[src/rtl/fwd_scoreboard.sv]
// fwd_scoreboard: parametrised operand-forwarding scoreboard.
//
// Tracks in-flight register writes across STAGES pipeline stages (0=E, 1=M,
// 2=W for the default depth). Each stage holds one entry {valid, dest,
// remain}, where remain counts the stage advances still needed before the
// producer's value appears on stage_data. Stage movement follows the
// pipeline's thermometer stall vector: a held stage keeps its entry, and a
// free stage whose upstream neighbour is held receives a bubble.
//
// READ_PORTS lookups are resolved combinationally from the current entries.
// The youngest matching producer wins. A ready producer forwards its stage
// data, and a producer that is not yet ready raises a wait.
//
// Optional build macro: SCOREBOARD_STATS_EN
//   When defined, adds the 32-bit stall_cycles and fwd_count statistics
//   counters and their output ports.

module fwd_scoreboard #(
    parameter int STAGES     = 3,
    parameter int READ_PORTS = 2,
    parameter int REG_ADDR_W = 5,
    parameter int DATA_W     = 32,
    parameter int LAT_W      = 2
) (
    input  logic                             clk,
    input  logic                             reset,
    input  logic                             issue_valid,
    input  logic [REG_ADDR_W-1:0]            issue_dest,
    input  logic [LAT_W-1:0]                 issue_lat,
    input  logic [STAGES-1:0]                stall,
    input  logic [STAGES*DATA_W-1:0]         stage_data,
    input  logic [READ_PORTS-1:0]            req_en,
    input  logic [READ_PORTS*REG_ADDR_W-1:0] req_addr,
    input  logic [READ_PORTS*DATA_W-1:0]     rf_value,
    output logic [READ_PORTS*DATA_W-1:0]     fwd_value,
    output logic [READ_PORTS-1:0]            fwd_hit,
    output logic [READ_PORTS-1:0]            fwd_wait,
    output logic                             any_wait,
    output logic [$clog2(STAGES+1)-1:0]      occupancy
`ifdef SCOREBOARD_STATS_EN
    ,
    output logic [31:0]                      stall_cycles,
    output logic [31:0]                      fwd_count
`endif
);

    localparam int OCC_W = $clog2(STAGES + 1);

    // Per-stage scoreboard entries.
    logic                  entryValid  [STAGES];
    logic [REG_ADDR_W-1:0] entryDest   [STAGES];
    logic [LAT_W-1:0]      entryRemain [STAGES];

    // Per-port flag: a youngest producer has already been found for this port.
    logic [READ_PORTS-1:0] portMatched;

    // Advance, hold or bubble every stage according to the thermometer stall vector.
    // NOTE: only the valid bits are reset; dest and remain are never looked at
    // while an entry is invalid, so clearing them would only add reset fan-out.
    always_ff @(posedge clk) begin
        if (!reset) begin
            for (int i = 0; i < STAGES; i++) begin
                entryValid[i] <= 1'b0;
            end
        end else begin
            // Stage 0 takes the issuing instruction unless it is held. Register 0
            // is never tracked, and an issue is ignored while stage 0 is held.
            if (!stall[0]) begin
                entryValid[0]  <= issue_valid && (issue_dest != '0);
                entryDest[0]   <= issue_dest;
                entryRemain[0] <= issue_lat;
            end

            // Later stages either take the upstream entry, which is one stage
            // closer to ready, or become a bubble when upstream is held. A held
            // stage keeps its countdown frozen.
            for (int i = 1; i < STAGES; i++) begin
                if (!stall[i]) begin
                    if (!stall[i-1]) begin
                        entryValid[i]  <= entryValid[i-1];
                        entryDest[i]   <= entryDest[i-1];
                        entryRemain[i] <= (entryRemain[i-1] == '0) ? '0
                                        : entryRemain[i-1] - LAT_W'(1);
                    end else begin
                        entryValid[i]  <= 1'b0;
                    end
                end
            end
        end
    end

    // Resolve each read port against the youngest matching producer.
    // NOTE: blocking assignments here are intentional. portMatched must see its
    // own update from an earlier stage within the same pass of the scan.
    always_comb begin
        fwd_value   = rf_value;
        fwd_hit     = '0;
        fwd_wait    = '0;
        portMatched = '0;
        for (int p = 0; p < READ_PORTS; p++) begin
            if (req_en[p] && (req_addr[p*REG_ADDR_W +: REG_ADDR_W] != '0)) begin
                for (int i = 0; i < STAGES; i++) begin
                    if (!portMatched[p] && entryValid[i] &&
                        (entryDest[i] == req_addr[p*REG_ADDR_W +: REG_ADDR_W])) begin
                        portMatched[p] = 1'b1;
                        if (entryRemain[i] == '0) begin
                            fwd_hit[p]                   = 1'b1;
                            fwd_value[p*DATA_W +: DATA_W] = stage_data[i*DATA_W +: DATA_W];
                        end else begin
                            fwd_wait[p] = 1'b1;
                        end
                    end
                end
            end
        end
    end

    // Any port waiting means the caller must hold decode.
    assign any_wait = |fwd_wait;

    // Count valid entries currently in flight.
    always_comb begin
        occupancy = '0;
        for (int i = 0; i < STAGES; i++) begin
            occupancy = occupancy + OCC_W'(entryValid[i]);
        end
    end

`ifdef SCOREBOARD_STATS_EN
    localparam int HIT_W = $clog2(READ_PORTS + 1);

    logic [HIT_W-1:0] hitCount;

    // Number of ports forwarding from a stage this cycle.
    always_comb begin
        hitCount = '0;
        for (int p = 0; p < READ_PORTS; p++) begin
            hitCount = hitCount + HIT_W'(fwd_hit[p]);
        end
    end

    // Free-running statistics counters that wrap at 2^32.
    always_ff @(posedge clk) begin
        if (!reset) begin
            stall_cycles <= '0;
            fwd_count    <= '0;
        end else begin
            if (any_wait) begin
                stall_cycles <= stall_cycles + 32'd1;
            end
            fwd_count <= fwd_count + 32'(hitCount);
        end
    end
`endif

endmodule

[config.mk]
export PLATFORM = sky130hd
export DESIGN_NAME = fwd_scoreboard
export DESIGN_NICKNAME = d
export VERILOG_FILES = /design/src/rtl/fwd_scoreboard.sv
export SDC_FILE = /design/constraint.sdc
export NUM_CORES = 1
export LEC_CHECK = 0
export CORE_AREA = 2 2 112 114
export CTS_CLUSTER_SIZE = 24
export DETAILED_ROUTE_END_ITERATION = 10
export DIE_AREA = 0 0 114 116
export PLACE_DENSITY = 0.82
export SYNTH_ARGS = -nofsm -noshare
export SYNTH_HDL_FRONTEND = slang
export SYNTH_SLANG_ARGS = --single-unit
[constraint.sdc]
create_clock -name clk -period 4.16 [get_ports clk]
set_input_delay 1.248 -clock clk [delete_from_list [all_inputs] [get_ports clk]]
set_output_delay 1.248 -clock clk [all_outputs]
set_load 0.01 [all_outputs]
* After elaboration in Yosys (flattened, before gate mapping)
Memory sizes are Yosys's and may differ from the RTL's.
Index checks and enable logic that the tools add are counted.
** Operators by class
- Add/sub/neg operators :: 4
- Bitwise logic cells :: 5
- Eq/ne operators :: 6
- Multiplexer cells :: 74
- Reduce and logical (&&, ||, !) cells :: 24
** Operators by type and width (number)
- $mux W32 :: 14
- $mux W1 :: 58
- $eq A5 B5 Y1 :: 6
- $reduce_bool A5 Y1 :: 3
- $logic_and A1 B1 Y1 :: 13
- $logic_not A2 Y1 :: 3
- $or A1 B1 Y1 :: 5
- $logic_not A1 Y1 :: 4
- $mux W2 :: 2
- $sub A2 B1 Y2 const B :: 2
- $add A1 B1 Y2 :: 1
- $add A2 B1 Y2 :: 1
- $reduce_or A2 Y1 :: 1
** Word-level totals
- Memory bits (writable) :: 24
- Input bits :: 185
- Output and inout bits :: 71
- Register bits :: 0
- Logic and storage cells :: 116
- Memories :: 3
** Memories
- entryDest :: words 3, bits a word 5, read ports 3, clocked after memory_dff 0, write ports 3, line 51 : logic [REG_ADDR_W-1:0] entryDest [STAGES];
- entryRemain :: words 3, bits a word 2, read ports 3, clocked after memory_dff 0, write ports 3, line 52 : logic [LAT_W-1:0] entryRemain [STAGES];
- entryValid :: words 3, bits a word 1, read ports 3, clocked after memory_dff 0, write ports 3, line 50 : logic entryValid [STAGES];

* Longest topological paths before layout
- Depth after elaboration :: 15
- Mapped depth :: 10
- Depth with buffers taken out :: 7

* Least setup slack after synthesis
No wires, ideal clock.
- Kind :: input port to output port
- Start :: in req_addr[5]
- End :: out fwd_value[60]
- Data arrival time :: 3.156 ns
- Path slack :: -0.244 ns
- Data required time :: 2.912 ns
- Buffers on the path :: 2
- Cell stages on the path :: 8
- Cells stage by stage :: buf_4 xnor2_1 and2_1 a2111oi_4 buf_2 nor3_1 a211oi_1 o32ai_1
** On the way
- Word-level cells in the longest chain between the ends :: 14
- Elaborated cells between the ends (all ways) :: 22
- Classes of those cells :: eq/ne (3); mux (10); reduce/logical (9)
** Ends and longest elaborated chain
- start: declaration :: line 33 : input logic [READ_PORTS*REG_ADDR_W-1:0] req_addr,
- $eq A5 B5 Y1 :: line 104 : (entryDest[i] == req_addr[p*REG_ADDR_W +: REG_ADDR_W])) begin
- $logic_and A1 B1 Y1 :: line 103 : if (!portMatched[p] && entryValid[i] &&
- $mux W1 :: line 103
- $mux W1 :: line 101 : if (req_en[p] && (req_addr[p*REG_ADDR_W +: REG_ADDR_W] != '0)) begin
- $logic_not A1 Y1 :: line 103
- $logic_and A1 B1 Y1 (2 in a row) :: line 103
- $mux W1 :: line 103
- $mux W1 :: line 101
- $logic_not A1 Y1 :: line 103
- $logic_and A1 B1 Y1 (2 in a row) :: line 103
- $mux W32 :: line 103
- $mux W32 * :: line 101
- end: declaration :: line 35 : output logic [READ_PORTS*DATA_W-1:0] fwd_value,
Every way passes the cells marked *; elsewhere a longest branch is shown, timed or not. The select of a mux whose other input is x is not followed.

* Final worst setup path
- Start :: in req_addr[1]
- End :: out fwd_value[22]
The elaborated chain is that of the path after synthesis.

==> summary.md <==
| Metric | Value |
|---|---|
| Max Cap Viol | 0 |
| Area contributors post-synth | edfxtp_1 17%, a221o_1 7.3%, a22o_1 7.3% |
| Hold_sp | entryRemain[0][0] |
| Pin count of the biggest net entering global routing | 54 |
| CTS Buffer Depth | 2 |
| Fin crit period | 4.59 ns |
| Layout Nets | 1083 |
| I/O pin cnt | 256 |
| WL/cell | 26.8 µm |
| Max Slew Vio Count | 0 |
| Grt ovf | 0 |
| 1st-iter DRT viols | 997 |
| Final Skew | 0.00777 ns |
| Critical path buffer and inverter count | 5 |
| Relative slew slack | 55.9% |
| Worst Setup End Kind | output pin |
| Multi-input gate area | 3770 µm² |
| Synth Cell Area | 4100 µm² |
| Hold Path Class | reg2reg |
| Final instance area | 8890 µm² |
| Reg2reg end | entryRemain[0][3] |
| CTS buffer count | 3 |
| DP Area | 7490 µm² |
| Avg Cell Area, Syn | 7.43 µm² |
| Final hold vios | 0 |
| Port buffer count | 255 |
| Vias in the first global route | 6961 |
| Area grow syn2layout | 117% |
| Clock slew at reported path FFs | 0.06 ns |
| Crit. path cell count | 11 |
| Peak supply drop | 0.000308 V |
| H-tree levels | 1 |
| Die Span Y | 116 µm |
| CP Launch Type | primary input |
| Clock sinks | 24 |
| Antenna Nets Post-Route | 0 |
| Final HPWL DP | 16600 µm |
| Filler cells | 800 |
| DRC viols | 0 |
| Initial antenna violation count | 0 |
| RSZ-0062 raised after global routing | yes |
| Critical path arrival | 3.34 ns |
| Critical path data required time | 2.91 ns |
| Util after Layout | 74.7% |
| CTS Root Cell | clkbuf_16 |
| Vias | 6962 |
| DR pass1 iterations | 6 |
| CP cell instances | buf_8 > xor2_1 > nor4_1 > buf_4 > nand2_4 > mux2_4 > buf_12 > buf_16 > a32o_1 > a22oi_1 > buf_2 |
| CP max FO | 7 |
| Highest Clock Rate | 218 MHz |
| Hold depth | 1 |
| Met2 GRT Util | 62.8% |
| Global-route wire length before repair | 38400 µm |
| Final setup vio count | 69 |
| Die Area | 13200 µm² |
| Reg area | 711 µm² |
| Cell count after synthesis | 551 |
| GR Layer Usage met3 | 7.79% |
| Top delay family on crit path | buffers and inverters |
| Area share of the largest cell type after synthesis | 16.9% |
| Final Power | 1.12 mW |
| Reg2Reg Launch Point | entryRemain[0][0] |
| Layout cell share with drive strength beyond 1 | 37.5% |
| Gr busiest metal | met2 |
| WS Path Type | in2out |
| Number of synthesized flops with an enable pin | 23 |
| Status | finished with violations |
| Distinct cells, synth | 61 |
| CP peak stage delay | 0.37 ns |
| Leakage | 3.58 nW |
| Yosys warnings | 0 |
| Register area share after synthesis | 17.3% |
| Proportion of synthesized flip-flops having asynchronous set or reset | 0% |
| Mapped Nets | 739 |
| Reg2Reg Setup Slack | 2.80 ns |
| Worst Hold Path EP | entryRemain[0][2] |
| Depth of the worst register-to-register path | 4 |
| Die Wd | 114 µm |
| Top FF cell, synth | edfxtp_1 |
| Area leader, netlist | edfxtp_1 |
| Via-to-Cell Ratio | 6.69 |
| N_diodes | 0 |
| Grt met1 use | 44.3% |
| Failing checks | setup timing |
| CP max-delay cell | nor4_1 |
| Fin crit share | 110% |
| GRT Util Overall | 37.4% |
| Final setup margin | -0.432 ns |
| Total Wirelength | 27900 µm |
| Worst-Margin Slew | 0.660 ns |
| GPL Wtd Cong | 0.945 |
| # hold bufs at CTS | 0 |
| Clk_lat worst skew | 0.26 ns |
| FP Rows | 40 |
| Core area | 11900 µm² |
| #FFs+latches synth | 24 |
| CTS tree | yes |
| Initial Util | 34.4% |
| Power density cells | 126 nW/µm² |
[through the flow]
step                      std cells  hold WS [ns]  setup WS (ns)  setup TNS [ns]
final                          1041         0.554         -0.432          -20.95
after global routing           1041         0.581         -0.491          -24.49
after CTS                      1032         0.547         -0.318          -14.01
after detailed placement        976         0.525          -1.09          -67.09
after global placement          976         0.530          -1.02          -63.23
after floorplan                 551         0.491        -0.0441         -0.0805
[area by class of cell]
cell class | count | share of cell area [%]
clock buffers | 3 | 0.844
flip-flops and latches | 24 | 7.99
repair buffers | 399 | 45.7
well taps | 147 | 2.07
inverters | 23 | 0.971
clock inverters | 1 | 0.0422
multi-input cells | 444 | 42.4
[state kept, by name, summed over array words and instances, names as in the netlist]
name	count
entryRemain	6
entryDest	15
entryValid	3
[cell usage after synthesis (all sizes together), types with 2 or more instances]
library cell,number
ha,2
nor3b,3
nor3,4
edfxtp,23
buf,17
o211ai,17
o22ai,15
a221oi,5
a221o,30
and2,5
o32a,15
nor2b,4
a31o,2
and4,2
inv,22
o21a,3
xor2,17
nand4,2
mux2i,2
and3,17
or3b,2
xnor2,13
or4,2
o21bai,16
a22o,34
nand3,23
a211oi,4
a22oi,12
nor2,28
o21ai,35
nor4,4
nand2b,14
a21boi,2
o221ai,2
a32o,8
clkbuf,43
nand2,32
a21oi,53
[report_power, final]
part | internal [mW] | total (mW) | leakage, nW | switching (mW)
combinational | 0.348 | 0.630 | 3.32 | 0.282
clock | 0.128 | 0.207 | 0.0385 | 0.0782
sequential | 0.276 | 0.288 | 0.226 | 0.0129
[worst max path at each step]
| stage | startpoint | end |
|---|---|---|
| finish | req_addr[1] | fwd_value[22] |
| CTS | req_addr[6] | fwd_value[47] |
| global route | req_addr[1] | fwd_value[22] |
| floorplan | req_addr[5] | fwd_value[62] |
| global placement | req_addr[8] | fwd_value[63] |
| detailed placement | req_addr[8] | fwd_value[63] |
[layer usage]
layer / wire, µm / vias to the layer above / part of all wire [%]
met5: 0 / - / 0
met4: 2090 / 0 / 7.5
met3: 3300 / 190 / 12
met2: 12800 / 641 / 46
met1: 9780 / 3263 / 35
li1: - / 2868 / -
[layout by cell type, fill, tap and decap left out, types with 17 or more instances in the layout]
cell type,count
a21oi_1,37
a221o_1,30
a22o_1,34
buf_12,18
buf_2,57
buf_4,81
buf_6,38
clkdlybuf4s50_1,176
edfxtp_1,23
inv_1,22
nand2_1,28
nor2_1,25
o211ai_1,17
o21ai_0,26
[logic make-up after synthesis]
kind of cell / count (synthesis) / share of synthesized area (%)
xor gates and xnor gates: 30 / 6.41
and+or+nand+nor: 145 / 18.6
AOI/OAI and AO/OA: 263 / 47.7
adders and majority gates: 3 / 1.10
DFF: 24 / 17.3
buffers and inverters: 83 / 8.06
muxes: 3 / 0.764
[what timing repair did]
| item | CTS | global route |
|---|---|---|
| pin swaps | 85 | 54 |
| endpoints found under the setup margin | 69 | 69 |
| cloned | 18 | 0 |
| buffers inserted | 36 | 15 |
| resized for setup | 461 | 82 |
(Power assumes the default switching activity.)
